--- config.mk ---
export PLATFORM = sky130hd
export DESIGN_NAME = instr_fetch_unit
export DESIGN_NICKNAME = d
export VERILOG_FILES = /design/src/rtl/if_pkg.sv /design/src/rtl/if_prog_mem.sv /design/src/rtl/instr_fetch_unit.sv
export SDC_FILE = /design/constraint.sdc
export NUM_CORES = 1
export LEC_CHECK = 0
export ABC_AREA = 1
export BUFFER_PORTS_ARGS = -buffer_cell sky130_fd_sc_hd__buf_2
export CAP_MARGIN = 20
export CORE_ASPECT_RATIO = 1.5
export CORE_UTILIZATION = 67
export DETAILED_ROUTE_END_ITERATION = 8
export HOLD_SLACK_MARGIN = 0.05
export MAX_ROUTING_LAYER = met4
export PLACE_DENSITY_LB_ADDON = 0.05
export SYNTH_ARGS = -nofsm -noshare
export SYNTH_HDL_FRONTEND = slang
export SYNTH_HIERARCHICAL = 1
export SYNTH_SLANG_ARGS = --single-unit
--- constraint.sdc ---
create_clock -name clk -period 7.3 [get_ports clk]
set_input_delay 1.46 -clock clk [delete_from_list [all_inputs] [get_ports clk]]
set_output_delay 1.46 -clock clk [all_outputs]
set_load 0.005 [all_outputs]
--- src/rtl/if_pkg.sv ---
// Shared definitions for the instruction-fetch stage, decode and the program loader.
package if_pkg;

    // Default geometry shared with decode and the UART loader
    localparam int unsigned IF_DEF_DATA_W = 32;
    localparam int unsigned IF_DEF_DEPTH  = 16;

    // Fetch FSM state encoding
    localparam logic [1:0] IF_IDLE = 2'd0;
    localparam logic [1:0] IF_READ = 2'd1;
    localparam logic [1:0] IF_OUT  = 2'd2;

endpackage : if_pkg

--- src/rtl/if_prog_mem.sv ---
// Program memory: one write port, one synchronous read port, read-before-write.
module if_prog_mem #(
    parameter int unsigned DATA_W = 32,
    parameter int unsigned DEPTH  = 16,
    parameter int unsigned ADDR_W = $clog2(DEPTH)
) (
    input  logic              clk,
    input  logic              i_we,
    input  logic [ADDR_W-1:0] i_waddr,
    input  logic [DATA_W-1:0] i_wdata,
    input  logic              i_re,
    input  logic [ADDR_W-1:0] i_raddr,
    output logic [DATA_W-1:0] o_rdata
);

    logic [DATA_W-1:0] mem_q [DEPTH];
    logic [DATA_W-1:0] rdata_q;

    // Storage array; contents deliberately survive reset
    always_ff @(posedge clk) begin
        if (i_we) begin
            mem_q[i_waddr] <= i_wdata;
        end
    end

    // Registered read; non-blocking update gives old data on a same-address write
    always_ff @(posedge clk) begin
        if (i_re) begin
            rdata_q <= mem_q[i_raddr];
        end
    end

    assign o_rdata = rdata_q;

endmodule : if_prog_mem

--- src/rtl/instr_fetch_unit.sv ---
// Instruction fetch: loadable program memory, PC, fetch FSM and IF/ID register.
module instr_fetch_unit
    import if_pkg::*;
#(
    parameter int unsigned DATA_W   = IF_DEF_DATA_W,
    parameter int unsigned DEPTH    = IF_DEF_DEPTH,
    parameter int unsigned ADDR_W   = $clog2(DEPTH),
    parameter int unsigned RESET_PC = 0
) (
    input  logic              clk,
    input  logic              rst,
    input  logic              i_load_valid,
    input  logic [ADDR_W-1:0] i_load_addr,
    input  logic [DATA_W-1:0] i_load_instr,
    input  logic              i_flush,
    input  logic [ADDR_W:0]   i_redirect_pc,
    input  logic              i_id_ready,
    output logic              o_valid,
    output logic [DATA_W-1:0] o_instruction,
    output logic [ADDR_W:0]   o_pc,
    output logic [ADDR_W:0]   o_avail,
    output logic              o_done
);

    localparam int unsigned PC_W     = ADDR_W + 1;
    localparam logic [ADDR_W:0] DEPTH_PC = PC_W'(DEPTH);
    localparam logic [ADDR_W:0] RST_PC   = PC_W'(RESET_PC);

    logic [1:0]        state_q, state_d;
    logic [ADDR_W:0]   pc_q, pc_d;
    logic [ADDR_W:0]   avail_q, avail_d;
    logic              valid_q, valid_d;
    logic [DATA_W-1:0] instr_q, instr_d;
    logic [ADDR_W:0]   opc_q, opc_d;
    logic              done_q, done_d;

    logic              rd_en_c;
    logic [DATA_W-1:0] rd_data;
    logic [ADDR_W:0]   pc_inc_c;
    logic [ADDR_W:0]   load_top_c;
    logic              xfer_c;

    if_prog_mem #(
        .DATA_W (DATA_W),
        .DEPTH  (DEPTH),
        .ADDR_W (ADDR_W)
    ) u_mem (
        .clk     (clk),
        .i_we    (i_load_valid),
        .i_waddr (i_load_addr),
        .i_wdata (i_load_instr),
        .i_re    (rd_en_c),
        .i_raddr (pc_d[ADDR_W-1:0]),
        .o_rdata (rd_data)
    );

    // Next-state, PC, IF/ID and load high-water computation
    always_comb begin
        state_d    = state_q;
        pc_d       = pc_q;
        valid_d    = valid_q;
        instr_d    = instr_q;
        opc_d      = opc_q;
        rd_en_c    = 1'b0;
        xfer_c     = valid_q && i_id_ready;
        pc_inc_c   = pc_q + PC_W'(1);
        load_top_c = PC_W'(i_load_addr) + PC_W'(1);

        case (state_q)
            IF_IDLE: begin
                if ((pc_q < avail_q) && (pc_q < DEPTH_PC)) begin
                    state_d = IF_READ;
                    rd_en_c = 1'b1;
                end
            end
            IF_READ: begin
                state_d = IF_OUT;
                valid_d = 1'b1;
                instr_d = rd_data;
                opc_d   = pc_q;
            end
            IF_OUT: begin
                if (xfer_c) begin
                    pc_d    = pc_inc_c;
                    valid_d = 1'b0;
                    if (pc_inc_c < avail_q) begin
                        state_d = IF_READ;
                        rd_en_c = 1'b1;
                    end else begin
                        state_d = IF_IDLE;
                    end
                end
            end
            default: begin
                state_d = IF_IDLE;
                valid_d = 1'b0;
            end
        endcase

        // Flush overrides everything; a concurrent transfer still leaves decode
        if (i_flush) begin
            state_d = IF_IDLE;
            valid_d = 1'b0;
            pc_d    = i_redirect_pc;
            rd_en_c = 1'b0;
        end

        avail_d = avail_q;
        if (i_load_valid && (load_top_c > avail_q)) begin
            avail_d = load_top_c;
        end

        done_d = (pc_d >= DEPTH_PC);
    end

    // State and output registers
    always_ff @(posedge clk or negedge rst) begin
        if (!rst) begin
            state_q <= IF_IDLE;
            pc_q    <= RST_PC;
            avail_q <= '0;
            valid_q <= 1'b0;
            instr_q <= '0;
            opc_q   <= '0;
            done_q  <= 1'b0;
        end else begin
            state_q <= state_d;
            pc_q    <= pc_d;
            avail_q <= avail_d;
            valid_q <= valid_d;
            instr_q <= instr_d;
            opc_q   <= opc_d;
            done_q  <= done_d;
        end
    end

    assign o_valid       = valid_q;
    assign o_instruction = instr_q;
    assign o_pc          = opc_q;
    assign o_avail       = avail_q;
    assign o_done        = done_q;

endmodule : instr_fetch_unit

# Word-level counts from Yosys, hierarchy flattened
# Memories as Yosys holds them, arrays and structs flattened. A register that Yosys moved wholly into a read port is not among the register bits.
# Index checks and enable logic that the tools add are counted.
# word_totals
ramBits	512
wordCells	44
output_inout_bits	44
in_bits	46
rom_bits	0
n_memories	1
latch_bits	0
regBits	51
# memory_table
memory	depth	width	rd	rd_clocked_by_memory_dff	wr	line	source
u_mem.mem_q	16	32	1	1	1	if_prog_mem.sv:16	logic [DATA_W-1:0] mem_q [DEPTH];
# classes
eq_ne	5
reduce_logical	6
shift	0
n_mul	0
addsub	2
mux	18
div	0
bitwise	0
magnitude_cmp	5
# ops
cell	count
2-to-1 mux 5 bit	3
< comparator 5 bit	2
2-to-1 mux 1 bit	9
2-to-1 mux 2 bit	3
!= test 3 bit (second input constant)	2
one-hot mux 2 bit (3 select lines)	1
adder 4 x 1 -> 5 bit (second input constant)	1
adder 5 x 1 -> 5 bit (second input constant)	1
>= comparator 5 bit (second input constant)	1
> comparator 5 bit	1
< comparator 5 bit (second input constant)	1
AND reduction 2 bit	2
logical AND 1 bit	3
one-hot mux 1 bit (3 select lines)	1
== test 2 x 1 -> 1 bit (second input constant)	1
== test 2 bit (second input constant)	1
zero test 2 bit	1
!= test 2 bit (second input constant)	1
one-hot mux 1 bit (2 select lines)	1

# Longest topological paths before layout
# Gate-level depths: netlist (run 1).
# logic_depth
ltp_word	6
ltp_mapped	15
depth_no_buf	12

# By module
# The synthesis (run 1) kept the hierarchy.
# modules_own_cells
module	cells_per_inst	instances	seq_area_each_um2	area_per_inst_um2
if_prog_mem	2120	1	16335.7	23050.9
instr_fetch_unit	296	1	1251.2	2424.8

# Worst setup path before layout (run 1)
# Ideal clock, no wire load.
# synth_timing
path_kind	input-to-reg
start	input port i_flush
end	register u_mem.rdata_q[0] (netlist: u_mem/o_rdata[0]), read port of u_mem.mem_q, enable pin
setup_slack_ns	3.714
setup_time_ns	0.421
path_buffers	0
cell_stages	5
arrival_time_ns	3.165
path_cell_list	nor2_1 -> o21ai_0 -> inv_1 -> nand2_1 -> nor2_1
# synth_via
elab_chain_cells	1
word_cells_on_any_way	2
classes_between	mux: 2
# synth_rtl
element	line	source
start: declaration	instr_fetch_unit.sv:15	input logic i_flush,
2-to-1 mux 1 bit	instr_fetch_unit.sv:101	if (i_flush) begin
named net rd_en_c	instr_fetch_unit.sv:37	logic rd_en_c;
end: declaration	if_prog_mem.sv:17	logic [DATA_W-1:0] rdata_q;
# The timed path passes the listed nets, and every way through them passes these cells.
# A chain may end at the register's enable or synchronous reset.

# Worst setup path in the final report (run 1)
# layout_timing
start	input port i_id_ready
end	register u_mem.rdata_q[22] (netlist: u_mem/o_rdata[22]), read port of u_mem.mem_q, data pin
# layout_via
elab_chain_cells	4
word_cells_on_any_way	7
classes_between	mux: 6; reduce/logical: 1
# layout_rtl
element	line	source
start: declaration	instr_fetch_unit.sv:17	input logic i_id_ready,
logical AND 1 bit	instr_fetch_unit.sv:65	xfer_c = valid_q && i_id_ready;
2-to-1 mux 5 bit	instr_fetch_unit.sv:83	if (xfer_c) begin
2-to-1 mux 5 bit	instr_fetch_unit.sv:69	case (state_q)
2-to-1 mux 5 bit	instr_fetch_unit.sv:101	
named net pc_d[0]	instr_fetch_unit.sv:30	logic [ADDR_W:0] pc_q, pc_d;
# The timed path passes the listed nets, and every way through them passes these cells.

==> out/metrics.sh, run 1 <==
OUTCOME='finished clean'
SLOWEST_DELAY_NS=0.77
CHIPHEIGHT_UM=241
SYNTHESIS.INSTANCES=2416
FIN_CRIT_SH_PCT=56.7
CTS_SETUP_BUFFERS=0
WORST_SETUP_PATH_START_KIND='input port'
CLKSLEWWORSTSETUPHOLDPATHS_NS=0.06
POST_CTS.RESIZED_INSTANCES=0
NUMBER_OF_ENABLE_FLIP_FLOP_CELLS_AFTER_SYNTHESIS=544
SEQ_AREA_MM2=0.0176
TIMING.CRITICAL_PATH.ARRIVAL_NS=4.46
INITIAL_ANTENNA_VIOLATION_COUNT=1
CLK_TREE_ROOT_CELL='clkbuf_16'
POST_CTS_HOLD_BUFFER_COUNT=0
SYNTH.NET_COUNT=2477
WORST_HOLD_PATH_TYPE='reg -> reg'
YOSYSWARNINGS=6
DRT_ITER0_DRC=1526
DETAIL-ROUTE-ANTENNA-NETS=0
SYNTH_XOR_XNOR_AREA_SHARE_PCT=0.206
STD_CELL_ROWS=87
POST_DRT_WL_PER_CELL_UM=19.5
PATH_BUF_INV=4
CLOCK_TREE.HTREE_LEVEL_COUNT=2
CRIT_PATH_FREQUENT_CELL='nand3_1'
FLOORPLAN_DIE_WIDTH_UM=161
LAYOUT.NETS=2536
SYNTH_FF_TYPE='edfxtp_1'
ROUTE.DETAILED.DRC=0
WORST-SLEW-PIN-TRANSITION_NS=1.11
TOTALNEGATIVESETUPSLACK_NS=0
FINAL_CORE_UTIL_PCT=74.4
CAP_VIOLATIONS=0
TRITONCTS_BUFFERS=52
MULTI_INPUT_GATE_AREA_MM2=0.00576
FMAX_MHz=242
R2R_END='u_mem/o_rdata[22]'
CRITICAL_PATH.CELL_CHAIN='buf_2, nand2_2, nor2_4, xor2_1, o21ai_4, buf_12, inv_6, buf_12, nand2_1, nand3_1, nand3_1, nand3_1, nand2_1'
FINALWEIGHTEDCONGESTION=0.826
BEGINNING_OF_THE_WORST_HOLD_PATH='u_mem/o_rdata[31]'
CRITICAL-PATH-TOP-DELAY-FAMILY='buffers and inverters'
PERIOD_NEEDED_NS=4.14
NUMBER_OF_GLOBAL_ROUTE_VIAS_BEFORE_REPAIR=16122
CRITICAL-PATH-SLOWEST-CELL='inv_6'
YOSYS.AREA_SHARE.SIMPLE_PCT=20.6
ROUTED-VIA-COUNT=16815
SYNTH_AREA_IN_COMPOUND_GATES_PCT=0.437
MIN_DELAY_PATH_DEPTH=2
CTS_NUM_SINKS=594
TIMING.FINAL.MAX_SLEW_VIOLATIONS=0
ASYNC_FLOP_SHARE_PCT=8.42
REG2REG_DEPTH=13
PATH_TYPE_OF_THE_WORST_SETUP_PATH='in -> reg'
WORST_R2R_STARTPOINT='state_q[0]'
FIN_HOLD_WS_NS=0.446
MAXIMUM_NUMBER_OF_PINS_ON_ONE_NET_BEFORE_GLOBAL_ROUTE_REPAIR=172
DRTPASS1ITERATIONS=5
WL_MM=58.6
R2R_SLACK_NS=3.54
SYNTH_CELL_TYPES=28
SYNTH.CELL_AREA_MM2=0.0255
WORSTHOLDENDPOINT='o_instruction[31]'
TIMING.FINAL.HOLD_VIOLATIONS=0
CRITICAL_PATH.ENDPOINT_TYPE='flip-flop'
SYNTH.MUX.AREA_FRACTION_PCT=0
SETUP_REPAIR_AFTER_GLOBAL_ROUTING_MISSED_ITS_MARGIN='no'
CLOCK_PATH_BUFFERS=3
POWER-PER-CELL-AREA_mW_PER_MM2=291
VDD_DROP_MAX_uV=250
CTS_TREE='done'
AVGSYNTHCELLAREA_UM2=10.5
COMBINATIONAL_FAMILY_WITH_THE_MOST_AREA_AFTER_SYNTHESIS='simple AND/OR/NAND/NOR gates'
IO-PIN-COUNT=90
CORE-AREA_MM2=0.0376
DETAILED_PLACE_HPWL_MM=29.5
POSTSYNTHREGISTERBITS=594
FLOORPLAN.DIE_AREA_MM2=0.0388
GRT_OVERFLOW=0
SEQUENTIAL_TO_TOTAL_AREA_SHARE_FROM_YOSYS_STAT_PCT=69.0
ROUTED_VIA_DENSITY=5.59
SYNTH_AREA_IN_ADDERS_PCT=0.737
BUFFER_PORTS.INSERTED=89
FINALSETUPVIOLATIONS=0
MAX-SLEW-MARGIN-REL_PCT=26.2
FILL_CELL_COUNT=2497
FINAL.SETUP_SKEW_NS=0.00990
CRIT_REQUIRED_NS=7.62
GRT_USAGE_PCT=31.7
LAYOUT-DRIVE-GT1-SHARE_PCT=9.02
INITIAL_UTILIZATION_PCT=67.8
SYN_TO_FINAL_GROWTH_PCT=9.62
WIRE_LENGTH_OF_THE_FIRST_GLOBAL_ROUTING_PASS_MM=88.5
P_LEAK_nW=12.2
PATH_MAX_FANOUT=171
LATEST_CLOCK_ARRIVAL_WITHIN_THE_WORST_SKEW_PAIR_NS=0.58
cells in the mapped netlist (14+ instances only):
master / n / share of area [%]
nand3_1: 394 / 7.7
buf_6: 29 / 1.3
clkbuf_1: 15 / 0.22
ha_1: 15 / 0.74
nand2_1: 828 / 12
edfxtp_1: 544 / 64
inv_1: 409 / 6.0
buf_1: 14 / 0.21
dfrtp_1: 50 / 4.9
buf_2: 48 / 0.94
nor2_1: 25 / 0.37
tightest hold or removal path: stages (launching register included):
cell      delay [ns]
edfxtp_1        0.32
nand2_1         0.05
nand2_1         0.05
per-stage QoR:
step	area, um2	cells	setup WS [ns]	power (mW)
after floorplan	25500	2416	3.71	4.98
after global placement	26200	2910	2.73	5.38
after detailed placement	26200	2910	2.59	5.43
after CTS	27900	3005	3.20	8.17
after global routing	27900	3006	2.94	8.45
final	27900	3006	3.16	8.13
worst max-delay path by stage:
stage | startpoint | endpoint | slack [ns] | depth (start not counted)
after floorplan | i_flush | u_mem/o_rdata[0] | 3.71 | 5
after global placement | i_id_ready | u_mem/o_rdata[30] | 2.73 | 13
after detailed placement | i_id_ready | u_mem/o_rdata[22] | 2.59 | 13
after CTS | i_id_ready | u_mem/o_rdata[22] | 3.20 | 13
after global routing | i_id_ready | u_mem/o_rdata[22] | 2.94 | 13
final | i_id_ready | u_mem/o_rdata[22] | 3.16 | 13
flip-flops by register name (all words and copies together) (netlist names), named ones only:
name,flops
u_mem/mem_q,512
o_instruction,32
u_mem/o_rdata,32
o_avail,5
o_pc,5
pc_q,4
state_q,2
o_valid,1
final cells by class:
type	instances	area share, %
antenna	1	0.00896
clock buffer	68	5.17
clock inverter	27	0.990
inverter	412	5.57
multi-input combinational	1297	20.6
sequential	594	63.0
tap	489	2.19
timing repair buffer	118	2.46
metal layers:
| layer | part of all wire (%) | track usage, % | vias up |
|---|---|---|---|
| met5 | 0 | - | - |
| met4 | 3.9 | 13.7 | 0 |
| met3 | 7.3 | 4.49 | 157 |
| met2 | 51 | 53.3 | 720 |
| met1 | 38 | 38.5 | 8031 |
| li1 | - | - | 7907 |
cells by family after synthesis:
family,count (synthesis)
and+or+nand+nor,1256
DFF,594
buffers and inverters,525
AOI/OAI and AO/OA,20
adders and majority gates,15
xor gates and xnor gates,6
cells in the final DEF, fill, tap and decap left out:
cell type / Yosys / routed
nand2_1: 828 / 827
edfxtp_1: 544 / 544
inv_1: 409 / 408
nand3_1: 394 / 394
buf_2: 48 / 89
clkbuf_16: 0 / 53
dfrtp_1: 50 / 50
buf_4: 6 / 27
nor2_4: 2 / 19
ha_1: 15 / 15
clkinv_2: 0 / 12
clkinv_1: 0 / 9
clkbuf_1: 15 / 9
nor2_1: 25 / 8
a21oi_1: 6 / 6
bufinv_16: 0 / 6
clkbuf_8: 0 / 6
xor2_1: 5 / 5
o21ai_0: 6 / 5
nand2_2: 2 / 3
o21ai_4: 0 / 3
nand3b_1: 3 / 3
o21ai_1: 5 / 3
buf_12: 1 / 2
diode_2: 0 / 1
xnor2_1: 1 / 1
nor2_2: 1 / 1
nand3_2: 1 / 1
a21boi_2: 1 / 1
inv_2: 2 / 1
o31ai_1: 1 / 1
o211ai_1: 1 / 1
clkinvlp_4: 0 / 1
inv_6: 0 / 1
inv_4: 1 / 1
report_power, final:
part           total [mW]  switching (mW)  internal (mW)  leakage [nW]
clock network        2.77            1.17           1.60         0.849
registers            4.10           0.107           3.99          5.55
logic                1.27           0.887          0.381          5.82
total                8.13            2.16           5.97          12.2
(Power assumes the default switching activity.)
==> run 2: changes to the inputs <==
CORE_UTILIZATION = 56   (was 67)
clock period = 3.3 ns   (was 7.3 ns; I/O delays follow)
==> run 2 against run 1 <==
Final area up 2.7%. Power up 130%. Clock skew up 0.013 ns. Sequential cell count unchanged. Hold slack worse by 0.17 ns. Non-clock buffer count up 10. Sequential share of layout area down 1.7 points. Final cell count up 3.8%. Clock-buffer cell count up 9. Critical path depth down 1. Wire length up 5.5%. Critical endpoint unchanged.
==> out/metrics.sh, run 2 (same netlist as run 1, synthesis figures left out) <==
BUFFER_PORTS.INSERTED=89  # unchanged
POSTLAYOUTSETUPSLACKWORST_NS=0.649  # -2.52 ns
CRITICAL_PATH.ENDPOINT_TYPE='flip-flop'
IO-PIN-COUNT=90  # unchanged
CTS_TREE='done'
LARGEST_REGISTER='u_mem/mem_q'
ROUTED-VIA-COUNT=16684  # -0.78%
GLOBALROUTEMET3UTIL_PCT=3.24  # -1.3 points
WORST_HOLD_PATH_TYPE='in -> reg'
CLK_TREE_ROOT_CELL='clkbuf_16'
CLKSLEWWORSTSETUPHOLDPATHS_NS=0.06  # about the same
GRT_OVERFLOW=0  # unchanged
FINALSETUPVIOLATIONS=0  # unchanged
DPL_WORST_SLACK_NS=0.593  # -2.00 ns
TRITONCTS_BUFFERS=55  # +5.8%
CP-ENDPOINT='u_mem/o_rdata[22]'
WORSTSETUPSTARTPOINT='pc_q[1]'
CORE-AREA_MM2=0.0448  # +19%
GLOBAL_ROUTE.PEAK_USAGE_LAYER='met2'
FILL_CELL_COUNT=3500  # +40%
TOTALNEGATIVESETUPSLACK_NS=0  # unchanged
TIMING.FINAL.MAX_SLEW_VIOLATIONS=0  # unchanged
SEQ_AREA_MM2=0.0176  # unchanged
MAXIMUM_NUMBER_OF_PINS_ON_ONE_NET_BEFORE_GLOBAL_ROUTE_REPAIR=133  # -23%
MOST_FREQUENT_CELLS_IN_THE_LAYOUT='nand2_1 (827), edfxtp_1 (544), inv_1 (407)'
FLOORPLAN.DIE_AREA_MM2=0.0464  # +19%
INITIAL_UTILIZATION_PCT=56.9  # -11 points
MAX-SLEW-MARGIN-REL_PCT=36.8  # +11 points
R2R_SLACK_NS=0.65  # -2.89 ns
GRT_UTIL_MET1_PCT=35.6  # -2.9 points
CLOCK_TREE.HTREE_LEVEL_COUNT=2  # unchanged
FINAL_COMMON_CELL='nand2_1'
WORST_R2R_STARTPOINT='pc_q[1]'
BEGINNING_OF_THE_WORST_HOLD_PATH='i_redirect_pc[4]'
ROUTED_VIA_DENSITY=5.35  # -4.4%
PATH_MAX_FANOUT=25  # -85%
POST_DRT_WL_PER_CELL_UM=19.8  # +1.7%
LAYOUT.NETS=2549  # +0.51%
GRT.MET2_USAGE_PCT=47.3  # -6.0 points
VDD_DROP_MAX_uV=491  # +96%
CHIPHEIGHT_UM=263  # +9.3%
CAP_VIOLATIONS=0  # unchanged
LATEST_CLOCK_ARRIVAL_WITHIN_THE_WORST_SKEW_PAIR_NS=0.60  # +0.02 ns
LAYOUT-DRIVE-GT1-SHARE_PCT=9.63  # +0.60 points
PLACE_AREA_MM2=0.0267  # +1.9%
REG2REG_DEPTH=12  # -1
WORST-SLEW-PIN-TRANSITION_NS=0.946  # -0.161 ns
TIMING.FINAL.HOLD_VIOLATIONS=0  # unchanged
STD_CELL_ROWS=95  # +9.2%
NUMBER_OF_GLOBAL_ROUTE_VIAS_BEFORE_REPAIR=16391  # +1.7%
PERIOD_NEEDED_NS=2.65
CTS_NUM_SINKS=594  # unchanged
SYN_TO_FINAL_GROWTH_PCT=12.6
FLOORPLAN_DIE_WIDTH_UM=176  # +9.3%
P_LEAK_nW=12.5  # +2.0%
FINAL.SETUP_SKEW_NS=0.0232  # +0.0133 ns
FIN_CRIT_SH_PCT=80.3
DETAIL-ROUTE-ANTENNA-NETS=0  # unchanged
FMAX_MHz=377
PATH_TYPE_OF_THE_WORST_SETUP_PATH='reg -> reg'
DRT_ITER0_DRC=1421  # -6.9%
INITIAL_ANTENNA_VIOLATION_COUNT=3  # +2
WORST_SETUP_PATH_START_KIND='flip-flop'
OUTCOME='finished clean'
SETUP_REPAIR_AFTER_GLOBAL_ROUTING_MISSED_ITS_MARGIN='no'
ROUTE.DETAILED.DRC=0  # unchanged
DETAILED_PLACE_HPWL_MM=30.1  # +1.8%
DRTPASS1ITERATIONS=5  # unchanged
R2R_END='u_mem/o_rdata[22]'
TIMING.CRITICAL_PATH.ARRIVAL_NS=2.93  # -1.53 ns
POWER-PER-CELL-AREA_mW_PER_MM2=655  # +120%
FINALINSTANCEAREA_MM2=0.0287  # +2.7%
GRT_USAGE_PCT=28.3  # -3.4 points
POST_CTS.RESIZED_INSTANCES=0  # unchanged
CRIT_REQUIRED_NS=3.58  # -4.04 ns
FLIP_FLOP_COUNT_OF_THE_LARGEST_REGISTER_AFTER_LAYOUT=512  # unchanged
WL_MM=61.9  # +5.5%
WIRE_LENGTH_OF_THE_FIRST_GLOBAL_ROUTING_PASS_MM=94.9  # +7.2%
CLOCK_PATH_BUFFERS=3  # unchanged
FINALWEIGHTEDCONGESTION=0.787  # -4.7%
MULTI_INPUT_GATE_AREA_MM2=0.00576  # unchanged
==> run 2: changes by cell type in the layout (fill, tap and decap cells not counted), moves of 2 or more <==
cell / previous run / this run
buf_12: 2 / 28
buf_4: 27 / 10
diode_2: 1 / 3
clkinv_2: 12 / 9
bufinv_16: 6 / 9
clkbuf_8: 6 / 8
clkbuf_1: 9 / 12
clkbuf_16: 53 / 57
==> run 2: critical path: stages (launching register included) <==
cell and delay (ns):
dfrtp_1 0.44, ha_1 0.23, nand3_1 0.11, xor2_1 0.19, ha_1 0.27, nand2_1 0.09
inv_1 0.04, nand2_1 0.06, nand3_1 0.08, nand2_1 0.06, nand2_1 0.10, nor2_4 0.36
buf_12 0.31
==> run 2: layout make-up <==
class,instances,share of cell area [%]
clock inverters,27,1.29
repair buffers,128,3.80
diodes,3,0.0262
multi-input cells,1297,20.1
inverters,412,5.42
flip-flops and latches,594,61.3
well taps,582,2.54
clock buffers,77,5.51
==> run 2: repair_timing <==
item / 4_1_cts / 5_1_grt
hold endpoints to repair: 7 / 0
hold buffers: 1 / 0
setup buffers: 0 / 0
==> run 2: metal layers <==
metal / vias to the layer above / part of all wire [%]
met2: 552 / 51
met5: - / 0
met4: 0 / 3.1
met1: 8064 / 41
li1: 7938 / -
met3: 130 / 5.5
==> run 2: worst min path at each step <==
stage                   endpoint  depth (start not counted)
2_1_floorplan          async pin                          0
3_3_place_gp   o_instruction[23]                          2
3_5_place_dp   o_instruction[16]                          2
4_1_cts                flip-flop                          3
5_1_grt                flip-flop                          3
6_report               flip-flop                          3
==> run 2: stage by stage <==
step / utilization, % / hold slack [ns] / total power, mW / std cells
finish: 64.0 / 0.277 / 18.8 / 3120
CTS: 64.0 / 0.258 / 18.9 / 3117
floorplan: - / 0.364 / 11.0 / 2416
detailed placement: 59.6 / 0.433 / 12.2 / 3012
global placement: 59.6 / 0.430 / 12.1 / 3012
global route: 64.0 / 0.285 / 19.6 / 3120
==> run 2: power breakdown <==
group | internal [mW] | total, mW | switching [mW]
Combinational | 0.917 | 2.91 | 1.99
Clock | 4.05 | 6.79 | 2.74
Sequential | 8.82 | 9.08 | 0.259
Total | 13.8 | 18.8 | 4.99
